==> src/rtl/mem_loader.sv <==
// rtl/mem_loader.sv - streams a byte image into the 16x8 ram while the CPU is halted
// Optional readback checksum verify is enabled by defining MEM_LOADER_VERIFY_EN.
module mem_loader #(
  parameter int ADDR_W = 4,
  parameter int DATA_W = 8,
  parameter int DEPTH  = 16
) (
  input  logic              clk,
  input  logic              rst,
  input  logic              start,
  input  logic              abort,
  input  logic              in_valid,
  input  logic [DATA_W-1:0] in_data,
  output logic              in_ready,
  input  logic [ADDR_W-1:0] cpu_mar,
  input  logic              cpu_ri,
  input  logic              cpu_ro,
  input  logic [DATA_W-1:0] cpu_data,
  output logic [ADDR_W-1:0] mem_address,
  output logic              ri,
  output logic              ro,
  output logic [DATA_W-1:0] data_i,
  input  logic [DATA_W-1:0] ram_rdata,
  output logic              cpu_halt,
  output logic              busy,
  output logic              done,
  output logic              error,
  output logic [DATA_W-1:0] checksum
);

  localparam logic [ADDR_W-1:0] LAST = ADDR_W'(DEPTH - 1);

  typedef enum logic [1:0] {
    IDLE,
    LOAD
`ifdef MEM_LOADER_VERIFY_EN
    , VERIFY
`endif
  } state_t;

  state_t              state, state_n;
  logic [ADDR_W-1:0]   cnt, cnt_n;
  logic [DATA_W-1:0]   sum, sum_n;
  logic [DATA_W-1:0]   checksum_n;
  logic                done_n, error_n;
`ifdef MEM_LOADER_VERIFY_EN
  logic [DATA_W-1:0]   vsum, vsum_n;
`else
  logic                unused_rdata;
  assign unused_rdata = ^ram_rdata;
`endif

  assign busy     = (state != IDLE);
  assign cpu_halt = busy;

  always_ff @(posedge clk or posedge rst) begin
    if (rst) begin
      state    <= IDLE;
      cnt      <= '0;
      sum      <= '0;
      done     <= 1'b0;
      error    <= 1'b0;
      checksum <= '0;
`ifdef MEM_LOADER_VERIFY_EN
      vsum     <= '0;
`endif
    end else begin
      state    <= state_n;
      cnt      <= cnt_n;
      sum      <= sum_n;
      done     <= done_n;
      error    <= error_n;
      checksum <= checksum_n;
`ifdef MEM_LOADER_VERIFY_EN
      vsum     <= vsum_n;
`endif
    end
  end

  always_comb begin
    state_n     = state;
    cnt_n       = cnt;
    sum_n       = sum;
    done_n      = done;
    error_n     = error;
    checksum_n  = checksum;
`ifdef MEM_LOADER_VERIFY_EN
    vsum_n      = vsum;
`endif
    mem_address = cpu_mar;
    ri          = cpu_ri;
    ro          = cpu_ro;
    data_i      = cpu_data;
    in_ready    = 1'b0;

    case (state)
      IDLE: begin
        if (start && !abort) begin
          state_n = LOAD;
          cnt_n   = '0;
          sum_n   = '0;
          done_n  = 1'b0;
          error_n = 1'b0;
        end
      end

      LOAD: begin
        mem_address = cnt;
        data_i      = in_data;
        ro          = 1'b0;
        ri          = 1'b0;
        // abort withdraws in_ready so the upstream byte is not consumed
        if (abort) begin
          state_n = IDLE;
          error_n = 1'b1;
          done_n  = 1'b0;
        end else begin
          in_ready = 1'b1;
          ri       = in_valid;
          if (in_valid) begin
            cnt_n = cnt + 1'b1;
            sum_n = sum + in_data;
            if (cnt == LAST) begin
              checksum_n = sum + in_data;
              cnt_n      = '0;
`ifdef MEM_LOADER_VERIFY_EN
              vsum_n     = '0;
              state_n    = VERIFY;
`else
              state_n    = IDLE;
              done_n     = 1'b1;
`endif
            end
          end
        end
      end

`ifdef MEM_LOADER_VERIFY_EN
      VERIFY: begin
        mem_address = cnt;
        data_i      = '0;
        ri          = 1'b0;
        ro          = 1'b1;
        if (abort) begin
          state_n = IDLE;
          error_n = 1'b1;
          done_n  = 1'b0;
        end else begin
          vsum_n = vsum + ram_rdata;
          cnt_n  = cnt + 1'b1;
          if (cnt == LAST) begin
            cnt_n   = '0;
            state_n = IDLE;
            done_n  = 1'b1;
            error_n = ((vsum + ram_rdata) != checksum);
          end
        end
      end
`endif

      default: state_n = IDLE;
    endcase
  end

endmodule

==> config.mk <==
export PLATFORM = sky130hd
export DESIGN_NAME = mem_loader
export DESIGN_NICKNAME = d
export VERILOG_FILES = /design/src/rtl/mem_loader.sv
export SDC_FILE = /design/constraint.sdc
export NUM_CORES = 1
export LEC_CHECK = 0
export CORE_MARGIN = 8
export CORE_UTILIZATION = 44
export DETAILED_ROUTE_END_ITERATION = 10
export GPL_TIMING_DRIVEN = 1
export PLACE_DENSITY = 0.83
export SYNTH_ARGS = -nofsm -noshare
export SYNTH_HDL_FRONTEND = slang
export SYNTH_SLANG_ARGS = --single-unit
==> constraint.sdc <==
create_clock -name clk -period 3.8 [get_ports clk]
set_input_delay 0.38 -clock clk [delete_from_list [all_inputs] [get_ports clk]]
set_output_delay 0.38 -clock clk [all_outputs]
set_load 0.005 [all_outputs]
* Word level (Yosys, flattened, before mapping)
Cells that the tools add are included.
** Cells by class
- Bitwise operators :: 1
- Add/sub/neg operators :: 2
- Multiplexer cells :: 28
- Reduce and logical (&&, ||, !) cells :: 10
- Equal/unequal tests :: 8
** Operators by type and width (number)
- two-way mux 8 bit :: 4
- two-way mux 4 bit :: 5
- one-hot mux 8 bit (2 select lines) :: 1
- AND reduction 4 bit :: 3
- two-way mux 1 bit :: 10
- adder 8 bit :: 1
- two-way mux 2 bit :: 4
- != test 2 bit, second input constant :: 4
- one-hot mux 4 bit (2 select lines) :: 1
- != test 3 bit, second input constant :: 2
- AND reduction 3 bit :: 2
- adder 4 x 1 -> 4 bit, second input constant :: 1
- equality test 4 bit, second input constant :: 1
- one-hot mux 1 bit (2 select lines) :: 2
- one-hot mux 2 bit (2 select lines) :: 1
- nonzero test 2 bit :: 2
- equality test 2 x 1 -> 1 bit, second input constant :: 1
- logical NOT 2 bit :: 1
- logical AND 1 bit :: 1
- logical NOT 1 bit :: 1
- NOT 1 bit :: 1
** Word-level totals
- Bits in registers :: 24
- Bits of input ports :: 35
- Word-level logic and storage cells :: 55
- Output and inout port bits :: 27

* Depth between registers and ports, before layout
Gate-level depths: netlist of the first run.
- Depth after elaboration :: 5
- Mapped depth :: 7
- Gate-level depth less buffers :: 7

* Worst setup path before layout of the first run
Ideal clock, no wire load.
- Kind :: input to register
- Start :: in in_data[0]
- End :: reg checksum[6]
- Setup slack :: 1.833 ns
- Stages :: 7
- Setup time :: 0.125 ns
- Data arrival time :: 1.843 ns
- Required time :: 3.675 ns
- Path buffers :: 0
- Path through :: ha_1 -> fa_1 -> a211oi_1 -> o21bai_1 -> a21oi_1 -> xnor2_1 -> mux2_2
** On the way
- Word-level cells in the longest chain between the ends :: 1
** Ends and longest elaborated chain
- start: declaration :: line 13 : input logic [DATA_W-1:0] in_data,
- adder 8 bit :: line 124 : checksum_n = sum + in_data;
- end signal: assignment :: line 73 : checksum <= checksum_n;
- end: declaration :: line 28 : output logic [DATA_W-1:0] checksum
Every way passes these cells.
A chain may end at the register's enable or synchronous reset.

* Final worst setup path of the first run
- Start :: reg state[0]
- End :: out ri
** On the way
- Word-level cells in the longest chain between the ends :: 2
** Ends and longest elaborated chain
- start: declaration :: line 41 : state_t state, state_n;
- start signal: assignment :: line 68 : state <= state_n;
- equality test 2 x 1 -> 1 bit :: line 96 : case (state)
- two-way mux 1 bit :: line 96
- end: declaration :: line 20 : output logic ri,
Every way passes these cells.

==> run_results.csv, run 1 <==
group,metric,value,unit
setup_path,required,3.42,ns
detailed_routing,drc,0,
floorplan,io_pins,62,
logic_synthesis,netlist-cell-type-count,33,
clock_network,cts_root_buffer,"clkbuf_4",
global_route,grt_overflow,0,
power,sequentialPowerShare,44.0,%
sta,setup_viol,0,
global_route,grt_pass1_vias,1366,
clock_network,insertion_delay,0.32,ns
detailed_routing,wl_per_cell,16.0,µm
logic_synthesis,synth_area,1450,µm²
sta,relSlewSlack,40.2,%
place,routabilityCongestion,0.785,
sta,finalHoldViolCount,0,
clock_network,cts_tree,"yes",
power,p_per_area,332,nW/µm²
global_route,grt.total_usage,14.9,%
power,peakVddDrop,0.157,mV
setup_path,cp-start-kind,"flop",
sta,tns,0,ns
detailed_routing,detail_route.first_pass.iterations,4,
run,maxCapViolCount,0,
logic_synthesis,synth_cells,134,
detailed_routing,first_iter_violations,51,
clock_network,cts_buffers,3,
setup_path,path_max_fanout,15,
sta,whs,0.520,ns
clock_network,htreeDepth,1,
finish,syn2layout_area_growth,41.6,%
logic_synthesis,seq_area_frac_synth,39.8,%
sta,max_freq,0.383,GHz
finish,layout_common_cells,"clkdlybuf4s50_1 (53), dfrtp_1 (23), mux2_2 (19), nand2_1 (11), a21oi_1 (11)",
floorplan,start_util,44.7,%
clock_network,clkSinkCount,23,
finish,insertedDiodeCount,0,
setup_path,ff2ff_path_depth,7,
sta,slew_violations,0,
logic_synthesis,syn-num-nets,178,
setup_path,endpoint_kind,"output pin",
place,dp_hpwl,2900,µm
setup_path,worstSetupPathType,"flop to output pin",
hold_path,hold_path_class,"flop to flop",
detailed_routing,route.top_layer_used,"met4",
sta,skew,0.00368,ns
setup_path,endpoint,"ri",
detailed_routing,routed_via_density,5.36,
sta,layout_min_cycle_time,2.61,ns
power,p_comb_share,38.3,%
detailed_routing,wl_met1,1460,µm
floorplan,dieArea,5370,µm²
power,p_int,0.457,mW
global_route,grt_max_degree,24,
outcome,outcome,"completed",
floorplan,die_width,73.3,µm
clock_network,cts.clk_slew.worst_paths,0.14,ns
sta,tightest_slew,0.897,ns
setup_path,crit_arrival,2.23,ns
clock_network,clk_path_buf_depth,2,
detailed_routing,wl_met2,1880,µm
logic_synthesis,yosysWarningCount,0,
clock_network,post-cts-setup-buffer-count,0,
finish,final_nets,232,
detailed_routing,vias,1250,
power,p_sw,0.223,mW
power,clockPowerShare,17.7,%
floorplan,core,3230,µm²
clock_network,cts.hold.buffers_added,0,
power,swShare,32.8,%
detailed_routing,ant_nets,0,
floorplan,die_height,73.3,µm
finish,final_layout_size_suffix_gt1_share,16.6,%
setup_path,cp-startpoint,"state[0]",
logic_synthesis,synth_seq_cells,23,
sta,fin_crit_sh,68.7,%
finish,layout_commonest_cell,"clkdlybuf4s50_1",
logic_synthesis,avgSynthCellArea,10.8,µm²
setup_path,r2r-end,"checksum[6]",
setup_path,rrSetupSlack,1.63,ns
detailed_routing,met3_length,327,µm
global_route,grt_pass1_wl,6320,µm
place,portBuffers,53,
setup_path,r2r-start,"sum[0]",
global_route,antenna_found_initial,0,
detailed_routing,drt-total-wl,3720,µm
clock_network,cts_resized,0,
floorplan,row_count,21,
power,leakage,0.915,nW
sta,rsz0062_at_grt,"no",
-- critical path, cell delays in order (launching register included) --
cell and delay [ns]:
dfrtp_1 0.61, buf_4 0.30, and2b_1 0.18, nand2_1 0.16, o21ai_0 0.11, clkdlybuf4s50_1 0.53
-- registers in the layout, summed over array words and instances (netlist names) --
register and flops:
error 1, sum 8, done 1, cnt 4
checksum 8, state 1
-- power by group through the flow --
stage / combinational [mW] / clock (mW) / sequential (mW)
2_1_floorplan: 0.165 / 0 / 0.295
3_3_place_gp: 0.252 / 0 / 0.301
3_5_place_dp: 0.261 / 0 / 0.303
4_1_cts: 0.263 / 0.124 / 0.299
5_1_grt: 0.287 / 0.130 / 0.304
6_report: 0.261 / 0.120 / 0.299
-- per-stage QoR --
step | utilization, % | setup slack [ns] | instances | area [µm²] | power [mW]
2_1_floorplan | - | 1.83 | 134 | 1450 | 0.460
3_3_place_gp | 62.4 | 1.27 | 229 | 2020 | 0.553
3_5_place_dp | 62.4 | 1.22 | 229 | 2020 | 0.564
4_1_cts | 63.3 | 1.16 | 233 | 2050 | 0.685
5_1_grt | 63.3 | 1.05 | 233 | 2050 | 0.721
6_report | 63.3 | 1.19 | 233 | 2050 | 0.680
-- layer usage --
| metal | up-vias | GRT usage, % |
|---|---|---|
| met5 | - | 0 |
| met4 | 0 | 7.10 |
| met3 | 5 | 5.87 |
| met2 | 39 | 25.8 |
| met1 | 609 | 15.3 |
| li1 | 597 | - |
-- Yosys cell counts --
master / n / area (µm²)
a211oi_1: 1 / 7.51
a211oi_2: 1 / 12.5
a21o_1: 4 / 30.0
a21o_2: 1 / 8.76
a21oi_1: 11 / 55.1
a221oi_1: 1 / 8.76
a22o_1: 7 / 61.3
and2_1: 1 / 6.26
and2b_1: 1 / 7.51
buf_1: 2 / 7.51
buf_4: 1 / 7.51
clkbuf_1: 2 / 7.51
dfrtp_1: 23 / 576
fa_1: 1 / 20.0
ha_1: 8 / 100
inv_1: 3 / 11.3
mux2_2: 19 / 214
nand2_1: 11 / 41.3
nand2b_1: 2 / 12.5
nand3_1: 2 / 10.0
nand4_1: 2 / 12.5
nor2_1: 5 / 18.8
nor2_4: 1 / 11.3
nor2b_1: 2 / 12.5
nor3_1: 1 / 5.00
nor3b_1: 1 / 7.51
o211ai_2: 2 / 25.0
o21ai_0: 7 / 35.0
o21ai_2: 1 / 8.76
o21bai_1: 2 / 15.0
or4b_4: 1 / 13.8
xnor2_1: 6 / 52.6
xnor3_1: 1 / 22.5
-- cell type report --
| cell class | instances | area [µm²] |
|---|---|---|
| clock buffer | 3 | 22.5 |
| clock inverter | 1 | 5.00 |
| multi-input combinational | 103 | 836 |
| inverter | 3 | 11.3 |
| tap | 46 | 57.6 |
| timing repair buffer | 54 | 538 |
| fill | 266 | 1190 |
| sequential | 23 | 576 |
-- how the worst min path moves through the flow --
stage | startpoint | end | cells after the start | slack, ns
2_1_floorplan | rst | checksum[0] | 1 | 0.38
5_1_grt | sum[2] | sum[2] | 2 | 0.55
6_report | sum[2] | sum[2] | 2 | 0.52
3_5_place_dp | sum[2] | sum[2] | 2 | 0.49
3_3_place_gp | sum[2] | sum[2] | 2 | 0.47
4_1_cts | sum[2] | sum[2] | 2 | 0.52
-- cell families (layout without fill, tap and decap cells) --
kind of cell | after synthesis | count (layout) | share of synthesized area [%]
muxes | 19 | 19 | 14.8
DFF | 23 | 23 | 39.8
AOI/OAI and AO/OA | 38 | 38 | 18.5
buffers and inverters | 8 | 61 | 2.34
adders and majority gates | 9 | 9 | 8.31
xor gates and xnor gates | 7 | 7 | 5.19
and+or+nand+nor | 30 | 30 | 11.0
No activity file was read; power rests on OpenSTA's default activity.
==> inputs of run 2 (changes only) <==
--- a/config.mk
+++ b/config.mk
@@ -6,10 +6,10 @@
 export NUM_CORES = 1
 export LEC_CHECK = 0
 export CORE_MARGIN = 8
-export CORE_UTILIZATION = 44
+export CORE_UTILIZATION = 38
 export DETAILED_ROUTE_END_ITERATION = 10
 export GPL_TIMING_DRIVEN = 1
-export PLACE_DENSITY = 0.83
+export PLACE_DENSITY = 0.76
 export SYNTH_ARGS = -nofsm -noshare
 export SYNTH_HDL_FRONTEND = slang
 export SYNTH_SLANG_ARGS = --single-unit
==> constraint.sdc (replaced) <==
create_clock -name clk -period 2.15 [get_ports clk]
set_input_delay 0.215 -clock clk [delete_from_list [all_inputs] [get_ports clk]]
set_output_delay 0.215 -clock clk [all_outputs]
set_load 0.005 [all_outputs]
==> run_results.csv, run 2 (synthesized netlist as in run 1, its figures left out) <==
group,metric,value,unit
floorplan,core,3660,µm²
global_route,grt_pass1_vias,1381,
outcome,outcome,"completed",
setup_path,r2r-end,"checksum[6]",
clock_network,cts_resized,0,
finish,layout_common_cells,"clkdlybuf4s50_1 (53), dfrtp_1 (23), mux2_2 (19), nand2_1 (11), a21oi_1 (11)",
floorplan,dieArea,6030,µm²
detailed_routing,route.top_layer_used,"met4",
floorplan,die_height,77.7,µm
setup_path,rrSetupSlack,0.11,ns
detailed_routing,ant_nets,0,
power,leakage,0.964,nW
power,fin_total_pwr,1.31,mW
setup_path,path_max_fanout,3,
finish,final_nets,240,
setup_path,endpoint_kind,"flop",
power,p_per_area,609,nW/µm²
sta,rsz0062_at_grt,"no",
place,placed_cell_area,2090,µm²
detailed_routing,met3_length,281,µm
detailed_routing,detail_route.first_pass.iterations,5,
finish,syn2layout_area_growth,48.3,%
place,routabilityCongestion,0.794,
setup_path,crit_arrival,2.21,ns
setup_path,worstSetupPathType,"primary input to flop",
clock_network,cts.clk_slew.worst_paths,0.08,ns
sta,tns,0,ns
detailed_routing,wl_per_cell,16.0,µm
clock_network,cts.hold.buffers_added,0,
floorplan,io_pins,62,
detailed_routing,wl_met1,1590,µm
clock_network,clk_path_buf_depth,2,
floorplan,row_count,22,
global_route,grt.total_usage,12.8,%
sta,finalHoldViolCount,0,
setup_path,r2r-start,"sum[0]",
floorplan,start_util,39.5,%
detailed_routing,routed_via_density,5.14,
global_route,grt_pass1_wl,6440,µm
clock_network,post-cts-setup-buffer-count,0,
sta,skew,0.00129,ns
sta,layout_min_cycle_time,2.05,ns
finish,final_layout_size_suffix_gt1_share,20.0,%
clock_network,htreeDepth,1,
finish,final_cells,243,
clock_network,cts_buffers,3,
clock_network,cts_root_buffer,"clkbuf_8",
detailed_routing,drt-total-wl,3890,µm
finish,final_area,2140,µm²
place,dp_slack,-0.262,ns
hold_path,hold_path_class,"primary input to asynchronous set/reset pin",
detailed_routing,vias,1248,
finish,insertedDiodeCount,0,
place,dp_hpwl,3080,µm
sta,timing.final.ws_setup,0.0974,ns
global_route,antenna_found_initial,0,
clock_network,clkSinkCount,23,
setup_path,cp-start-kind,"primary input",
global_route,grt_max_degree,24,
finish,layout_commonest_cell,"clkdlybuf4s50_1",
setup_path,ff2ff_path_depth,7,
clock_network,cts_tree,"yes",
finish,reg_top3,"checksum: 8 flops, sum: 8 flops, cnt: 4 flops",
sta,tightest_slew,0.453,ns
place,portBuffers,53,
sta,relSlewSlack,69.8,%
clock_network,insertion_delay,0.27,ns
run,maxCapViolCount,0,
power,peakVddDrop,0.264,mV
detailed_routing,wl_met2,2010,µm
setup_path,required,2.31,ns
place,dp.cells,239,
detailed_routing,drc,0,
floorplan,die_width,77.7,µm
sta,slew_violations,0,
global_route,grt_overflow,0,
sta,max_freq,0.487,GHz
detailed_routing,first_iter_violations,23,
sta,fin_crit_sh,95.5,%
sta,setup_viol,0,
[run 2: cell count changes in the layout (fill, tap and decap cells not counted), sizes merged]
cell and change:
buf +8, clkinv -1, clkbuf +1
[run 2: final cells by class]
cell class / instances / area (µm²)
inverter: 3 / 11.3
tap: 48 / 60.1
fill: 313 / 1520
clock buffer: 4 / 45.0
timing repair buffer: 62 / 611
sequential: 23 / 576
multi-input combinational: 103 / 841
[run 2: where the power goes]
part / leakage, nW / total [mW] / switching (mW) / internal, mW
logic: 0.629 / 0.503 / 0.211 / 0.291
clock network: 0.0228 / 0.276 / 0.144 / 0.133
registers: 0.313 / 0.527 / 0.0491 / 0.477
total: 0.964 / 1.31 / 0.404 / 0.901
[run 2: worst max path at each step]
stage	slack (ns)	cells after the start	to	from
6_report	0.1	8	checksum[6]	in_data[0]
5_1_grt	0.02	8	checksum[6]	in_data[0]
4_1_cts	0.03	8	checksum[6]	in_data[0]
3_5_place_dp	-0.26	8	checksum[6]	in_data[0]
3_3_place_gp	-0.14	8	checksum[6]	in_data[0]
2_1_floorplan	0.21	7	checksum[6]	sum[0]
[run 2: metrics by stage]
| step | hold slack [ns] | utilization, % |
|---|---|---|
| after CTS | 0.306 | 58.4 |
| after floorplan | 0.217 | - |
| after global placement | 0.482 | 57.2 |
| after detailed placement | 0.487 | 57.2 |
| final | 0.290 | 58.5 |
| after global routing | 0.345 | 58.5 |
[run 2: routing by layer]
layer,global-route usage [%],vias to the layer above
li1,-,612
met5,0,-
met4,2.26,0
met2,23.6,36
met1,13.7,598
met3,4.61,2
[run 2: worst max-delay path, stage by stage]
cell and delay (ns):
clkdlybuf4s50_1 0.43, ha_1 0.25, fa_1 0.42, a211oi_2 0.25, o21bai_1 0.10, a21oi_1 0.18
xnor2_1 0.11, mux2_2 0.27
